### src/rtl/seven_seg_time_decoder_pkg.sv
// Shared types and constants for the seven-segment time read-back decoder.
// Segment codes are active-high, bit0..6 = a..g.
package seven_seg_time_pkg;

  localparam int unsigned MINS_W     = 7;
  localparam int unsigned SECS_W     = 6;
  localparam int unsigned DECS_W     = 7;
  localparam int unsigned ITER       = 7;
  localparam int unsigned NUM_DIGITS = 6;
  localparam int unsigned ITER_W     = 3;
  localparam logic [ITER_W-1:0] ITER_LAST = 3'(ITER - 1);

  localparam logic [6:0] SEG_0     = 7'h3F;
  localparam logic [6:0] SEG_1     = 7'h06;
  localparam logic [6:0] SEG_2     = 7'h5B;
  localparam logic [6:0] SEG_3     = 7'h4F;
  localparam logic [6:0] SEG_4     = 7'h66;
  localparam logic [6:0] SEG_5     = 7'h6D;
  localparam logic [6:0] SEG_6     = 7'h7D;
  localparam logic [6:0] SEG_6_ALT = 7'h7C;
  localparam logic [6:0] SEG_7     = 7'h07;
  localparam logic [6:0] SEG_7_ALT = 7'h27;
  localparam logic [6:0] SEG_8     = 7'h7F;
  localparam logic [6:0] SEG_9     = 7'h6F;
  localparam logic [6:0] SEG_9_ALT = 7'h67;
  localparam logic [6:0] SEG_BLANK = 7'h00;

  typedef enum logic [1:0] {
    StIdle,
    StDecode,
    StConvert,
    StDone
  } state_e;

  // Two BCD digits plus the binary value being assembled from the top down.
  typedef struct packed {
    logic [7:0] bcd;
    logic [6:0] bin;
  } dd_pair_t;

  // One reverse double-dabble step: shift right, then undo the x2 on each nibble >= 8.
  function automatic dd_pair_t dd_step(input dd_pair_t p);
    dd_pair_t r;
    r = dd_pair_t'({p.bcd, p.bin} >> 1);
    if (r.bcd[7:4] >= 4'd8) r.bcd[7:4] = r.bcd[7:4] - 4'd3;
    if (r.bcd[3:0] >= 4'd8) r.bcd[3:0] = r.bcd[3:0] - 4'd3;
    return r;
  endfunction

endpackage

### src/rtl/seven_seg_time_decoder_if.sv
// Handshake and display bus between the stopwatch display path and the decoder.
interface seven_seg_time_decoder_if;
  import seven_seg_time_pkg::*;

  logic                  start;
  logic [7:0]            hex_10_mins;
  logic [7:0]            hex_1_min;
  logic [7:0]            hex_10_secs;
  logic [7:0]            hex_1_sec;
  logic [7:0]            hex_tenths;
  logic [7:0]            hex_hundredths;
  logic                  busy;
  logic                  done;
  logic                  error;
  logic [NUM_DIGITS-1:0] bad_digit;
  logic [MINS_W-1:0]     stopwatch_unit_mins;
  logic [SECS_W-1:0]     stopwatch_unit_secs;
  logic [DECS_W-1:0]     stopwatch_unit_decs;

  modport master (
    output start, hex_10_mins, hex_1_min, hex_10_secs, hex_1_sec, hex_tenths, hex_hundredths,
    input  busy, done, error, bad_digit,
    input  stopwatch_unit_mins, stopwatch_unit_secs, stopwatch_unit_decs
  );

  modport slave (
    input  start, hex_10_mins, hex_1_min, hex_10_secs, hex_1_sec, hex_tenths, hex_hundredths,
    output busy, done, error, bad_digit,
    output stopwatch_unit_mins, stopwatch_unit_secs, stopwatch_unit_decs
  );

endinterface

### src/rtl/seg_pattern_decoder.sv
// Maps one active-high seven-segment pattern to its BCD digit; unknown patterns are flagged.
module seg_pattern_decoder
  import seven_seg_time_pkg::*;
(
  input  logic [6:0] seg_i,
  output logic [3:0] bcd_o,
  output logic       invalid_o
);

  always_comb begin
    bcd_o     = 4'd0;
    invalid_o = 1'b0;
    case (seg_i)
      SEG_0:            bcd_o = 4'd0;
      SEG_1:            bcd_o = 4'd1;
      SEG_2:            bcd_o = 4'd2;
      SEG_3:            bcd_o = 4'd3;
      SEG_4:            bcd_o = 4'd4;
      SEG_5:            bcd_o = 4'd5;
      SEG_6, SEG_6_ALT: bcd_o = 4'd6;
      SEG_7, SEG_7_ALT: bcd_o = 4'd7;
      SEG_8:            bcd_o = 4'd8;
      SEG_9, SEG_9_ALT: bcd_o = 4'd9;
      default:          invalid_o = 1'b1;
    endcase
  end

endmodule

### src/rtl/seven_seg_time_decoder.sv
// Recovers binary mins/secs/hundredths from six active-low segment buses.
// Optional SEG_DECODER_BLANK_ZERO_EN: blank tens digits decode as 0.
module seven_seg_time_decoder
  import seven_seg_time_pkg::*;
(
  input logic                      clock,
  input logic                      reset_n,
  seven_seg_time_decoder_if.slave  bus
);

  // Digit index 5..0 = 10m, 1m, 10s, 1s, tenths, hundredths (matches bad_digit order).
  logic [NUM_DIGITS-1:0][7:0] hex_in;
  logic [NUM_DIGITS-1:0][6:0] seg_q, seg_d;
  logic [NUM_DIGITS-1:0][3:0] dec_bcd, digit_bcd;
  logic [NUM_DIGITS-1:0]      dec_inv, digit_bad;
  logic                       unused_dp;

  state_e                state_q, state_d;
  logic [ITER_W-1:0]     iter_q, iter_d;
  dd_pair_t [2:0]        pair_q, pair_d, pair_step;
  logic                  busy_q, busy_d;
  logic                  done_q, done_d;
  logic                  error_q, error_d;
  logic [NUM_DIGITS-1:0] bad_q, bad_d;
  logic [MINS_W-1:0]     mins_q, mins_d;
  logic [SECS_W-1:0]     secs_q, secs_d;
  logic [DECS_W-1:0]     decs_q, decs_d;

  assign hex_in = {bus.hex_10_mins, bus.hex_1_min, bus.hex_10_secs,
                   bus.hex_1_sec, bus.hex_tenths, bus.hex_hundredths};
  assign unused_dp = ^{hex_in[5][7], hex_in[4][7], hex_in[3][7],
                       hex_in[2][7], hex_in[1][7], hex_in[0][7]};

  for (genvar i = 0; i < NUM_DIGITS; i++) begin : g_dec
    seg_pattern_decoder u_dec (
      .seg_i     (seg_q[i]),
      .bcd_o     (dec_bcd[i]),
      .invalid_o (dec_inv[i])
    );
  end

  always_comb begin
    digit_bcd = dec_bcd;
    digit_bad = dec_inv;
`ifdef SEG_DECODER_BLANK_ZERO_EN
    // Leading-zero blanking only ever applies to the tens position of each pair.
    for (int i = 1; i < NUM_DIGITS; i += 2) begin
      if (seg_q[i] == SEG_BLANK) begin
        digit_bcd[i] = 4'd0;
        digit_bad[i] = 1'b0;
      end
    end
`endif
    if (digit_bcd[3] > 4'd5) digit_bad[3] = 1'b1;
  end

  always_comb begin
    for (int p = 0; p < 3; p++) pair_step[p] = dd_step(pair_q[p]);
  end

  always_comb begin
    state_d = state_q;
    iter_d  = iter_q;
    seg_d   = seg_q;
    pair_d  = pair_q;
    done_d  = 1'b0;
    error_d = error_q;
    bad_d   = bad_q;
    mins_d  = mins_q;
    secs_d  = secs_q;
    decs_d  = decs_q;
    unique case (state_q)
      StIdle: begin
        if (bus.start) begin
          for (int i = 0; i < NUM_DIGITS; i++) seg_d[i] = ~hex_in[i][6:0];
          error_d = 1'b0;
          bad_d   = '0;
          state_d = StDecode;
        end
      end
      StDecode: begin
        if (|digit_bad) begin
          bad_d   = digit_bad;
          error_d = 1'b1;
          done_d  = 1'b1;
          state_d = StDone;
        end else begin
          pair_d[2] = '{bcd: {digit_bcd[5], digit_bcd[4]}, bin: '0};
          pair_d[1] = '{bcd: {digit_bcd[3], digit_bcd[2]}, bin: '0};
          pair_d[0] = '{bcd: {digit_bcd[1], digit_bcd[0]}, bin: '0};
          iter_d    = '0;
          state_d   = StConvert;
        end
      end
      StConvert: begin
        pair_d = pair_step;
        if (iter_q == ITER_LAST) begin
          mins_d  = pair_step[2].bin;
          secs_d  = pair_step[1].bin[SECS_W-1:0];
          decs_d  = pair_step[0].bin;
          error_d = 1'b0;
          done_d  = 1'b1;
          state_d = StDone;
        end else begin
          iter_d = iter_q + 1'b1;
        end
      end
      StDone:  state_d = StIdle;
      default: state_d = StIdle;
    endcase
    busy_d = (state_d != StIdle);
  end

  always_ff @(posedge clock or negedge reset_n) begin
    if (!reset_n) begin
      state_q <= StIdle;
      iter_q  <= '0;
      seg_q   <= '0;
      pair_q  <= '0;
      busy_q  <= 1'b0;
      done_q  <= 1'b0;
      error_q <= 1'b0;
      bad_q   <= '0;
      mins_q  <= '0;
      secs_q  <= '0;
      decs_q  <= '0;
    end else begin
      state_q <= state_d;
      iter_q  <= iter_d;
      seg_q   <= seg_d;
      pair_q  <= pair_d;
      busy_q  <= busy_d;
      done_q  <= done_d;
      error_q <= error_d;
      bad_q   <= bad_d;
      mins_q  <= mins_d;
      secs_q  <= secs_d;
      decs_q  <= decs_d;
    end
  end

  assign bus.busy                = busy_q;
  assign bus.done                = done_q;
  assign bus.error               = error_q;
  assign bus.bad_digit           = bad_q;
  assign bus.stopwatch_unit_mins = mins_q;
  assign bus.stopwatch_unit_secs = secs_q;
  assign bus.stopwatch_unit_decs = decs_q;

endmodule

### src/flat_wrapper.sv
// flat-port wrapper written by rule: the top's interface ports become plain ports
module seven_seg_time_decoder_flat import seven_seg_time_pkg::*;
  (clock, reset_n, bus_start, bus_hex_10_mins, bus_hex_1_min, bus_hex_10_secs, bus_hex_1_sec, bus_hex_tenths, bus_hex_hundredths, bus_busy, bus_done, bus_error, bus_bad_digit, bus_stopwatch_unit_mins, bus_stopwatch_unit_secs, bus_stopwatch_unit_decs);
  seven_seg_time_decoder_if bus_i ();
  input logic clock;
  input logic reset_n;
  input wire logic [$bits(bus_i.start)-1:0] bus_start;
  input wire logic [$bits(bus_i.hex_10_mins)-1:0] bus_hex_10_mins;
  input wire logic [$bits(bus_i.hex_1_min)-1:0] bus_hex_1_min;
  input wire logic [$bits(bus_i.hex_10_secs)-1:0] bus_hex_10_secs;
  input wire logic [$bits(bus_i.hex_1_sec)-1:0] bus_hex_1_sec;
  input wire logic [$bits(bus_i.hex_tenths)-1:0] bus_hex_tenths;
  input wire logic [$bits(bus_i.hex_hundredths)-1:0] bus_hex_hundredths;
  output wire logic [$bits(bus_i.busy)-1:0] bus_busy;
  output wire logic [$bits(bus_i.done)-1:0] bus_done;
  output wire logic [$bits(bus_i.error)-1:0] bus_error;
  output wire logic [$bits(bus_i.bad_digit)-1:0] bus_bad_digit;
  output wire logic [$bits(bus_i.stopwatch_unit_mins)-1:0] bus_stopwatch_unit_mins;
  output wire logic [$bits(bus_i.stopwatch_unit_secs)-1:0] bus_stopwatch_unit_secs;
  output wire logic [$bits(bus_i.stopwatch_unit_decs)-1:0] bus_stopwatch_unit_decs;
  assign bus_i.start = bus_start;
  assign bus_i.hex_10_mins = bus_hex_10_mins;
  assign bus_i.hex_1_min = bus_hex_1_min;
  assign bus_i.hex_10_secs = bus_hex_10_secs;
  assign bus_i.hex_1_sec = bus_hex_1_sec;
  assign bus_i.hex_tenths = bus_hex_tenths;
  assign bus_i.hex_hundredths = bus_hex_hundredths;
  assign bus_busy = bus_i.busy;
  assign bus_done = bus_i.done;
  assign bus_error = bus_i.error;
  assign bus_bad_digit = bus_i.bad_digit;
  assign bus_stopwatch_unit_mins = bus_i.stopwatch_unit_mins;
  assign bus_stopwatch_unit_secs = bus_i.stopwatch_unit_secs;
  assign bus_stopwatch_unit_decs = bus_i.stopwatch_unit_decs;
  seven_seg_time_decoder u_core (.clock(clock), .reset_n(reset_n), .bus(bus_i));
endmodule
### config.mk
export PLATFORM = sky130hd
export DESIGN_NAME = seven_seg_time_decoder_flat
export DESIGN_NICKNAME = d
export VERILOG_FILES = /design/src/rtl/seven_seg_time_decoder_pkg.sv /design/src/rtl/seven_seg_time_decoder_if.sv /design/src/rtl/seg_pattern_decoder.sv /design/src/rtl/seven_seg_time_decoder.sv /design/src/flat_wrapper.sv
export SDC_FILE = /design/constraint.sdc
export NUM_CORES = 1
export LEC_CHECK = 0
export ABC_AREA = 0
export CAP_MARGIN = 25
export CELL_PAD_IN_SITES_DETAIL_PLACEMENT = 0
export CELL_PAD_IN_SITES_GLOBAL_PLACEMENT = 1
export CORE_UTILIZATION = 43
export DETAILED_ROUTE_END_ITERATION = 10
export PLACE_DENSITY = 0.86
export REMOVE_ABC_BUFFERS = 1
export SLEW_MARGIN = 20
export SYNTH_ARGS = -nofsm -noshare
export SYNTH_HDL_FRONTEND = slang
export SYNTH_SLANG_ARGS = --single-unit
### constraint.sdc
create_clock -name clock -period 3 [get_ports clock]
set_input_delay 0.75 -clock clock [delete_from_list [all_inputs] [get_ports clock]]
set_output_delay 0.75 -clock clock [all_outputs]
set_load 0.05 [all_outputs]
== Word level (Yosys, flattened, before mapping) ==
Cells that the tools add are included.

* Add/sub/neg operators: 7
* Order comparisons: 7
* Equal/unequal tests: 87
* Muxes and demuxes: 38
* Bitwise operators: 6
* Reduce and logical (&&, ||, !) cells: 36

{| class="wikitable"
|+ Operators with widths
! kind !! count
|-
| == test 7 bit (second input constant) || 54
|-
| one-hot mux 4 bit (9 select lines) || 6
|-
| one-hot mux 45 bit (2 select lines) || 1
|-
| == test 7 x 3 -> 1 bit (second input constant) || 12
|-
| == test 7 x 6 -> 1 bit (second input constant) || 12
|-
| OR reduction 13 bit || 6
|-
| 2-to-1 mux 45 bit || 1
|-
| inverter 7 bit || 6
|-
| OR reduction 2 bit || 18
|-
| 2-to-1 mux 4 bit || 6
|-
| 2-to-1 mux 1 bit || 13
|-
| greater-or-equal comparator 3 x 4 -> 1 bit (second input constant) || 3
|-
| greater-or-equal comparator 4 bit (second input constant) || 3
|-
| 2-to-1 mux 6 bit || 2
|-
| one-hot mux 6 bit (2 select lines) || 1
|-
| subtractor 3 x 2 -> 4 bit (second input constant) || 3
|-
| subtractor 4 x 2 -> 4 bit (second input constant) || 3
|-
| one-hot mux 2 bit (4 select lines) || 1
|-
| 2-to-1 mux 3 bit || 2
|-
| != test 2 bit (second input constant) || 3
|-
| one-hot mux 3 bit (2 select lines) || 1
|-
| AND reduction 2 bit || 3
|-
| AND reduction 3 bit || 2
|-
| nonzero test 2 bit || 3
|-
| 13 further kinds || 16
|}

* Register bits after elaboration: 121
* Input port bits: 51
* Output and inout bits: 29
* Word-level logic and storage cells: 202

== Depth between registers and ports, before layout ==
Gate-level depths: netlist of the first run.

* Depth after elaboration: 9
* Depth in mapped cells: 10
* Mapped depth without buffers: 8

== Hierarchy ==
From an unflattened synthesis of the first run, not the netlist that was laid out.

* Cell total of the unflattened synthesis: 684
* Area total of the unflattened synthesis: 6475.0 um^2

{| class="wikitable"
|+ Modules (own cells, without submodules)
! module !! times used !! cells each !! area an instance (um^2) !! sequential area each (um^2)
|-
| seven_seg_time_decoder || 1 || 450 || 5011.1 || 2952.8
|-
| seg_pattern_decoder || 6 || 39 || 244.0 || 0.0
|}

== Worst setup path after synthesis of the first run ==
Ideal clock, no wire load.

* Kind: register -> register
* From: reg u_core.seg_q[12] (netlist name)
* To: reg u_core.pair_q[26] (netlist name)
* Setup time: 125 ps
* Data arrival time: 2356 ps
* Data required time: 2875 ps
* Path slack: 519 ps
* Stages on the path, launching flop included: 10
* Path buffers: 2
* Clock period less this slack: 2481 ps
* Cell sequence: dfrtp_1 buf_6 or4_1 a211o_1 nand3_2 a31oi_4 nor4b_4 or2_4 buf_6 mux2_2

* Cells in the longest elaborated chain, start to end: 6
* Elaborated cells between the ends (all ways): 18
* Those cells by class: 14 x eq/ne; 1 x mux; 3 x reduce/logical

{| class="wikitable"
|+ Ends and longest elaborated chain
! item !! RTL line !! text
|-
| from (decl) || seven_seg_time_decoder.sv:13 || <nowiki>logic [NUM_DIGITS-1:0][6:0] seg_q, seg_d;</nowiki>
|-
| from (signal assigned) || seven_seg_time_decoder.sv:130 || <nowiki>seg_q <= seg_d;</nowiki>
|-
| == test 7 bit (tied with other cells) || seg_pattern_decoder.sv:13 || <nowiki>case (seg_i)</nowiki>
|-
| OR reduction 13 bit (no source line) (*) || -- ||
|-
| 2-to-1 mux 1 bit (*) || seg_pattern_decoder.sv:13 ||
|-
| OR reduction 6 bit (*) || seven_seg_time_decoder.sv:82 || <nowiki>if (|digit_bad) begin</nowiki>
|-
| != test 2 bit (no source line) (*) || -- ||
|-
| AND reduction 2 bit (no source line) (*) || -- ||
|-
| to (signal assigned) || seven_seg_time_decoder.sv:131 || <nowiki>pair_q <= pair_d;</nowiki>
|-
| to (decl) || seven_seg_time_decoder.sv:20 || <nowiki>dd_pair_t [2:0] pair_q, pair_d, pair_step;</nowiki>
|}

Every way passes the cells marked *; elsewhere a longest branch is shown, timed or not.
A chain may end at the register's enable or synchronous reset.

== Worst setup path in the final report of the first run ==
* From: reg u_core.seg_q[38] (netlist name)
* To: reg u_core.pair_q[31] (netlist name)

The elaborated chain is that of the path after synthesis.

==> metrics.md, run 1 <==
| Metric | Value |
|---|---|
| Routed met2 length | `7.13 mm` |
| Clk pin slew, worst setup/hold paths | `0.06 ns` |
| Total number of vias | `5326` |
| Detailed-route DRC error count | `0` |
| Core area | `14800 um^2` |
| Clock Skew | `0.0108 ns` |
| Worst-path cell chain | `or4b_1, o32ai_1, nor3_1, a211oi_1, nor4b_4, or2_4, buf_4, mux2i_1` |
| Setup Fix Bufs, Post-CTS | `0` |
| Hold Vio Cnt, Final | `0` |
| RePlAce Congestion | `0.854` |
| Max VDD drop | `547 uV` |
| Fin area | `8120 um^2` |
| Antenna cells | `0` |
| Hold buffers post-CTS | `0` |
| Die Width | `126 um` |
| Synth Cell Area | `6600 um^2` |
| Mux contribution to synthesized area | `8.38%` |
| First DRT Iteration DRCs | `300` |
| Max Used Layer | `met4` |
| First-pass GRT wire length | `24.9 mm` |
| Post-synth ARST share | `100%` |
| Initial core utilization | `44.7%` |
| Placed Area | `7500 um^2` |
| Synth Area in Simple Gates | `19.1%` |
| Clk network pwr share | `24.7%` |
| Post-synth EDFFs | `0` |
| Critical Path Fanout Max | `13` |
| Total Routing Usage GR | `19.6%` |
| Initial antenna violation count | `0` |
| CTS Buf Count | `17` |
| Syn Area/Cell | `9.28 um^2` |
| Worst reg2reg setup slack | `0.25 ns` |
| Per-cell routed wire length | `14.8 um` |
| Crit-path max cell delay | `0.53 ns` |
| Compound-Gate Fraction of Synth Area | `17.9%` |
| RSZ-0062 raised after global routing | `false` |
| Met1 Wirelength | `6.49 mm` |
| DIE HEIGHT | `126 um` |
| Max transition margin | `57.1%` |
| WL final | `14.4 mm` |
| Reg2reg start | `u_core.seg_q[38]$_DFFE_PN0P_` |
| Largest family of logic cells by synthesized area | `simple AND/OR/NAND/NOR gates` |
| Reg2reg path depth | `8` |
| Max-cap viol count | `0` |
| Status | `finished, final reports clean` |
| DRT Pass-1 Iters | `4` |
| CP Class | `flip-flop to flip-flop` |
| Seq/Total Area, Yosys | `44.7%` |
| Synth-to-layout area growth | `23.0%` |
| Pin slew with the least headroom to its limit | `0.644 ns` |
| Logic pwr share | `42.1%` |
| Fmax | `0.364 GHz` |
| Clock Latency Late Sink | `0.42 ns` |
| Syn. warnings | `0` |
| Startpoint types | `flip-flop` |
| CTS H-tree depth | `4` |
| Via/cell ratio | `5.48` |
| Post-synthesis adder-cell area fraction | `2.28%` |
| Finish-stage setup viols | `0` |
| Pwr dens | `1030 nW/um^2` |
| Largest net degree at the start of global routing | `44` |
| Clock sink count | `118` |
| Slowest CP cell | `or4b_1` |
| Synth Instances | `711` |
| CTS root buf | `clkbuf_16` |
| Hpwl dp | `10.2 mm` |
| Netlist cell types | `75` |
| Most common flop cell mapped by yosys | `dfrtp_1` |
| WP data arrival | `3.08 ns` |
| Slew Viols, Final | `0` |
| Number of port buffers | `73` |
| Largest area contributor in the netlist | `dfrtp_1` |
| Sequential share of power | `33.2%` |
| Crit path time final | `2.75 ns` |
| Rows | `44` |
| Vias in the first global route | `5253` |
| DR WL met3 | `633 um` |
| Switch share | `41.3%` |
| Nets@finish | `838` |
| GRT Residual Overflow | `0` |
| CTS tree | `built` |
| Net Sw Power | `3.47 mW` |
| Final worst path period share | `91.7%` |
| Required time of the critical path | `3.33 ns` |
| Lkg Pwr | `3.50 nW` |
| Die area | `15800 um^2` |
| I/O Pins | `80` |
| Largest cells by area after synthesis | `dfrtp_1 45%, nand2_1 6.4%, o21ai_0 6.3%, mux2i_1 3.9%, mux2_2 3.9%` |
| Xor and xnor area share after synthesis | `0.929%` |
| Proportion of layout cells with a drive suffix above 1 | `12.2%` |
| Remaining antenna violation count | `0` |
| Synth top area share | `44.7%` |
| P_int | `4.92 mW` |
| Synth Register Bits | `118` |
| Clk buf depth | `2` |
| FF-to-FF End | `u_core.pair_q[31]$_DFFE_PN0P_` |
| Crit end category | `flip-flop` |
| Setup TNS | `0 ns` |
| Hold crit path type | `primary input to asynchronous set/reset pin` |
-- layout by cell type (no fill, tap or decap), types with 6 or more instances in the layout --
master	Yosys	final
nor2b_1	8	8
a211oi_1	6	6
nand2_1	113	112
buf_4	1	23
clkdlybuf4s50_1	0	72
nor3_1	12	12
mux2_2	23	23
o31ai_1	11	11
o21ai_0	83	83
nand3_1	15	15
nor4_1	7	7
dfrtp_1	118	118
mux2i_1	26	26
nand4b_1	6	6
a21oi_1	19	19
nor2_1	30	30
nand3b_1	10	10
ha_1	12	12
clkbuf_16	0	17
nand4_1	7	7
nand2b_1	8	8
inv_1	41	41
-- cells in the mapped netlist (4+ instances only) --
library cell and n:
o21ai_0 83, nor2_1 30, nor3b_1 4, a22o_1 4, o31ai_1 11, nand3_1 15, a311o_1 5, nor2b_1 8
mux2_2 23, a211oi_1 6, clkbuf_1 38, nand4b_1 6, inv_1 41, nand2b_1 8, o211ai_1 5, a2111oi_0 4
buf_2 9, nand3b_1 10, nor4_1 7, a22oi_1 5, dfrtp_1 118, nand4_1 7, and3_1 4, xnor2_1 5
ha_1 12, nor3_1 12, nand2_1 113, mux2i_1 26, a21oi_1 19
-- cell type report --
class	instances	area (um^2)
clock buffers	18	429
clock inverters	14	176
fillers	1289	6640
inverters	42	158
multi-input cells	498	3220
flip-flops and latches	118	2950
well taps	184	230
repair buffers	98	953
-- metrics by stage --
| stage | power [mW] | cells | util [%] | hold WS (ns) | worst slack [ns] |
|---|---|---|---|---|---|
| after global placement | 6.14 | 939 | 50.8 | 0.462 | 0.245 |
| final | 8.39 | 972 | 55.0 | 0.279 | 0.249 |
| after floorplan | 5.11 | 657 | - | 0.454 | 0.0458 |
| after CTS | 8.41 | 971 | 55.0 | 0.284 | 0.153 |
| after global routing | 9.03 | 972 | 55.0 | 0.306 | 0.0567 |
| after detailed placement | 6.29 | 939 | 50.8 | 0.470 | 0.170 |
-- per-layer routing --
metal | vias up | GRT usage [%]
li1 | 2654 | -
met1 | 2543 | 24.0
met2 | 114 | 33.5
met3 | 15 | 4.38
met4 | 0 | 7.51
met5 | - | 0
-- worst max path at each step --
| stage | end | cells after the start | slack, ns | startpoint |
|---|---|---|---|---|
| 3_5_place_dp | u_core.pair_q[35]$_DFFE_PN0P_ | 8 | 0.17 | u_core.seg_q[38]$_DFFE_PN0P_ |
| 5_1_grt | u_core.pair_q[36]$_DFFE_PN0P_ | 8 | 0.06 | u_core.seg_q[39]$_DFFE_PN0P_ |
| 4_1_cts | u_core.pair_q[35]$_DFFE_PN0P_ | 8 | 0.15 | u_core.seg_q[38]$_DFFE_PN0P_ |
| 3_3_place_gp | u_core.pair_q[34]$_DFFE_PN0P_ | 8 | 0.25 | u_core.seg_q[10]$_DFFE_PN0P_ |
| 2_1_floorplan | u_core.bus.stopwatch_unit_decs[0]$_DFFE_PN0P_ | 4 | 0.05 | u_core.state_q[0]$_DFF_PN0_ |
| 6_report | u_core.pair_q[31]$_DFFE_PN0P_ | 8 | 0.25 | u_core.seg_q[38]$_DFFE_PN0P_ |
-- power groups by stage --
stage | Sequential, mW | Clock, mW | Combinational (mW)
CTS | 2.78 | 2.11 | 3.52
floorplan | 2.88 | 0 | 2.23
finish | 2.78 | 2.07 | 3.53
detailed placement | 2.80 | 0 | 3.50
global route | 2.88 | 2.20 | 3.94
global placement | 2.76 | 0 | 3.38
-- registers in the layout, summed over array words and instances (netlist names), 2 cells and up --
name and flops:
u_core.pair_q 42, u_core.bus.bad_digit 6, u_core.seg_q 42, u_core.state_q 2, u_core.iter_q 3, u_core.bus.stopwatch_unit_secs 6, u_core.bus.stopwatch_unit_decs 7, u_core.bus.stopwatch_unit_mins 7
-- logic make-up after synthesis --
kind of cell / after synthesis
AO/OA/AOI/OAI: 180
XOR/XNOR: 7
adder cells (fa/ha/maj): 12
buffers and inverters: 96
flip-flops: 118
multiplexers: 52
AND/OR/NAND/NOR: 246
-- critical path: cells and delay by family, from the launching register on --
family,cells,cell delay (ns)
AOI/OAI and AO/OA,2,0.53
and+or+nand+nor,4,1.30
muxes,1,0.20
buffers and inverters,1,0.22
DFF,1,0.42
-- what timing repair did --
item / CTS / global route
endpoints found under the setup margin: 0 / 25
resized for setup: 0 / 1
endpoints found under the hold margin: 0 / 0
No activity file was read; power rests on OpenSTA's default activity.
==> run 2: changes to the inputs <==
- MAX_ROUTING_LAYER: default -> met4
==> run 2 against run 1 <==
Effect of this change:
- maximum frequency up 1.1%
- global-route usage grew 0.56 points
- highest routed layer unchanged
- non-clock buffer count did not move
- sequential cell count did not move
- worst setup slack better by 0.029 ns
- first-iteration DRC count shrank 3.3%
- final cell count is the same
- largest cell class unchanged
==> metrics.md, run 2 (synthesis results as in run 1) <==
| Metric | Value |
|---|---|
| Status | `finished, final reports clean` |
| Clk buf depth | `2` |
| Proportion of layout cells with a drive suffix above 1 | `12.2%` |
| Clock sink count | `118` |
| WL final | `14.4 mm` |
| Hold Vio Cnt, Final | `0` |
| Setup TNS | `0 ns` |
| Number of port buffers | `73` |
| Hpwl dp | `10.2 mm` |
| Total Routing Usage GR | `20.1%` |
| Synth-to-layout area growth | `23.0%` |
| Startpoint types | `flip-flop` |
| Max-cap viol count | `0` |
| First DRT Iteration DRCs | `290` |
| CP Class | `flip-flop to flip-flop` |
| Detailed-route DRC error count | `0` |
| Highest-count cells in the layout ignoring fill and taps | `118 x dfrtp_1, 112 x nand2_1, 83 x o21ai_0` |
| WP data arrival | `3.02 ns` |
| Worst hold margin | `0.280 ns` |
| Largest regs | `u_core.pair_q x42, u_core.seg_q x42` |
| Core area | `14800 um^2` |
| Pin slew with the least headroom to its limit | `0.640 ns` |
| Most common cell after layout, fill and taps aside | `dfrtp_1` |
| Crit end category | `flip-flop` |
| GRT Residual Overflow | `0` |
| Die Width | `126 um` |
| CTS H-tree depth | `4` |
| Pwr dens | `1030 nW/um^2` |
| DRT Pass-1 Iters | `4` |
| Nets@finish | `838` |
| RSZ-0062 raised after global routing | `false` |
| Antenna cells | `0` |
| Max VDD drop | `546 uV` |
| Clock Skew | `0.00975 ns` |
| RePlAce Congestion | `0.868` |
| Hold buffers post-CTS | `0` |
| CTS Buf Count | `17` |
| Initial core utilization | `44.7%` |
| First-pass GRT wire length | `24.9 mm` |
| Clock Latency Late Sink | `0.42 ns` |
| Crit path time final | `2.72 ns` |
| Remaining antenna violation count | `0` |
| CTS tree | `built` |
| Per-cell routed wire length | `14.8 um` |
| Lkg Pwr | `3.50 nW` |
| Slew Viols, Final | `0` |
| CTS root buf | `clkbuf_16` |
| Final worst path period share | `90.7%` |
| Largest net degree at the start of global routing | `44` |
| DIE HEIGHT | `126 um` |
| Critical Path Fanout Max | `13` |
| Finish-stage setup viols | `0` |
| Clk pin slew, worst setup/hold paths | `0.06 ns` |
| Via/cell ratio | `5.47` |
| Vias in the first global route | `5276` |
| Fmax | `0.367 GHz` |
| Initial antenna violation count | `0` |
| Post-CTS sizing | `0` |
| Setup Fix Bufs, Post-CTS | `0` |
| Die area | `15800 um^2` |
| Required time of the critical path | `3.29 ns` |
| Hold crit path type | `primary input to asynchronous set/reset pin` |
| Total number of vias | `5320` |
| Rows | `44` |
| Max transition margin | `57.3%` |
| I/O Pins | `80` |
run 2: cell counts in the layout (fill, tap and decap cells not counted):
No cell type changed its count.
run 2: layer usage:
| metal | track usage [%] | part of all wire (%) |
|---|---|---|
| met1 | 24.0 | 45 |
| met2 | 33.5 | 50 |
| met3 | 4.16 | 4.1 |
| met4 | 7.51 | 0.84 |
| met5 | - | 0 |
run 2: stage by stage:
step / cells / power [mW] / worst slack (ns) / utilization, % / area [um^2]
after floorplan: 657 / 5.11 / 0.0458 / - / 6320
after global placement: 939 / 6.14 / 0.245 / 50.8 / 7500
after detailed placement: 939 / 6.29 / 0.170 / 50.8 / 7500
after CTS: 971 / 8.41 / 0.153 / 55.0 / 8110
after global routing: 972 / 9.02 / 0.0466 / 55.0 / 8120
final: 972 / 8.38 / 0.278 / 55.0 / 8120
run 2: final cells by class:
| type | instances | area [um^2] |
|---|---|---|
| Tap cell | 184 | 230 |
| Inverter | 42 | 158 |
| Timing Repair Buffer | 98 | 953 |
| Multi-Input combinational cell | 498 | 3220 |
| Fill cell | 1292 | 6640 |
| Clock buffer | 18 | 429 |
| Clock inverter | 14 | 176 |
| Sequential cell | 118 | 2950 |
run 2: final timing paths:
check                                                                   start                                            end  slack (ns)  cells after the start
worst max-delay path                             u_core.seg_q[38]$_DFFE_PN0P_                  u_core.pair_q[27]$_DFFE_PN0P_        0.28                      7
worst min-delay path                                                  reset_n  u_core.bus.stopwatch_unit_mins[3]$_DFFE_PN0P_        0.28                      1
worst max register to register                   u_core.seg_q[38]$_DFFE_PN0P_                  u_core.pair_q[27]$_DFFE_PN0P_        0.28                      7
worst min register to register  u_core.bus.stopwatch_unit_mins[4]$_DFFE_PN0P_  u_core.bus.stopwatch_unit_mins[4]$_DFFE_PN0P_        0.48                      2
max in group asynchronous                                             reset_n                   u_core.seg_q[33]$_DFFE_PN0P_        2.02                      2
min in group clock              u_core.bus.stopwatch_unit_mins[4]$_DFFE_PN0P_  u_core.bus.stopwatch_unit_mins[4]$_DFFE_PN0P_        0.48                      2
run 2: critical path: stages (launching register included):
cell,delay [ns]
dfrtp_1,0.42
or4b_1,0.53
o32ai_1,0.24
nor3_1,0.15
a211oi_1,0.27
nor4b_4,0.29
or2_4,0.32
mux2_2,0.36
run 2: report_power, final:
group          switching (mW)  internal [mW]  total, mW  leakage (nW)
Clock                   0.761           1.31       2.07         0.279
Combinational            2.00           1.53       3.53          1.67
Sequential              0.695           2.08       2.78          1.55
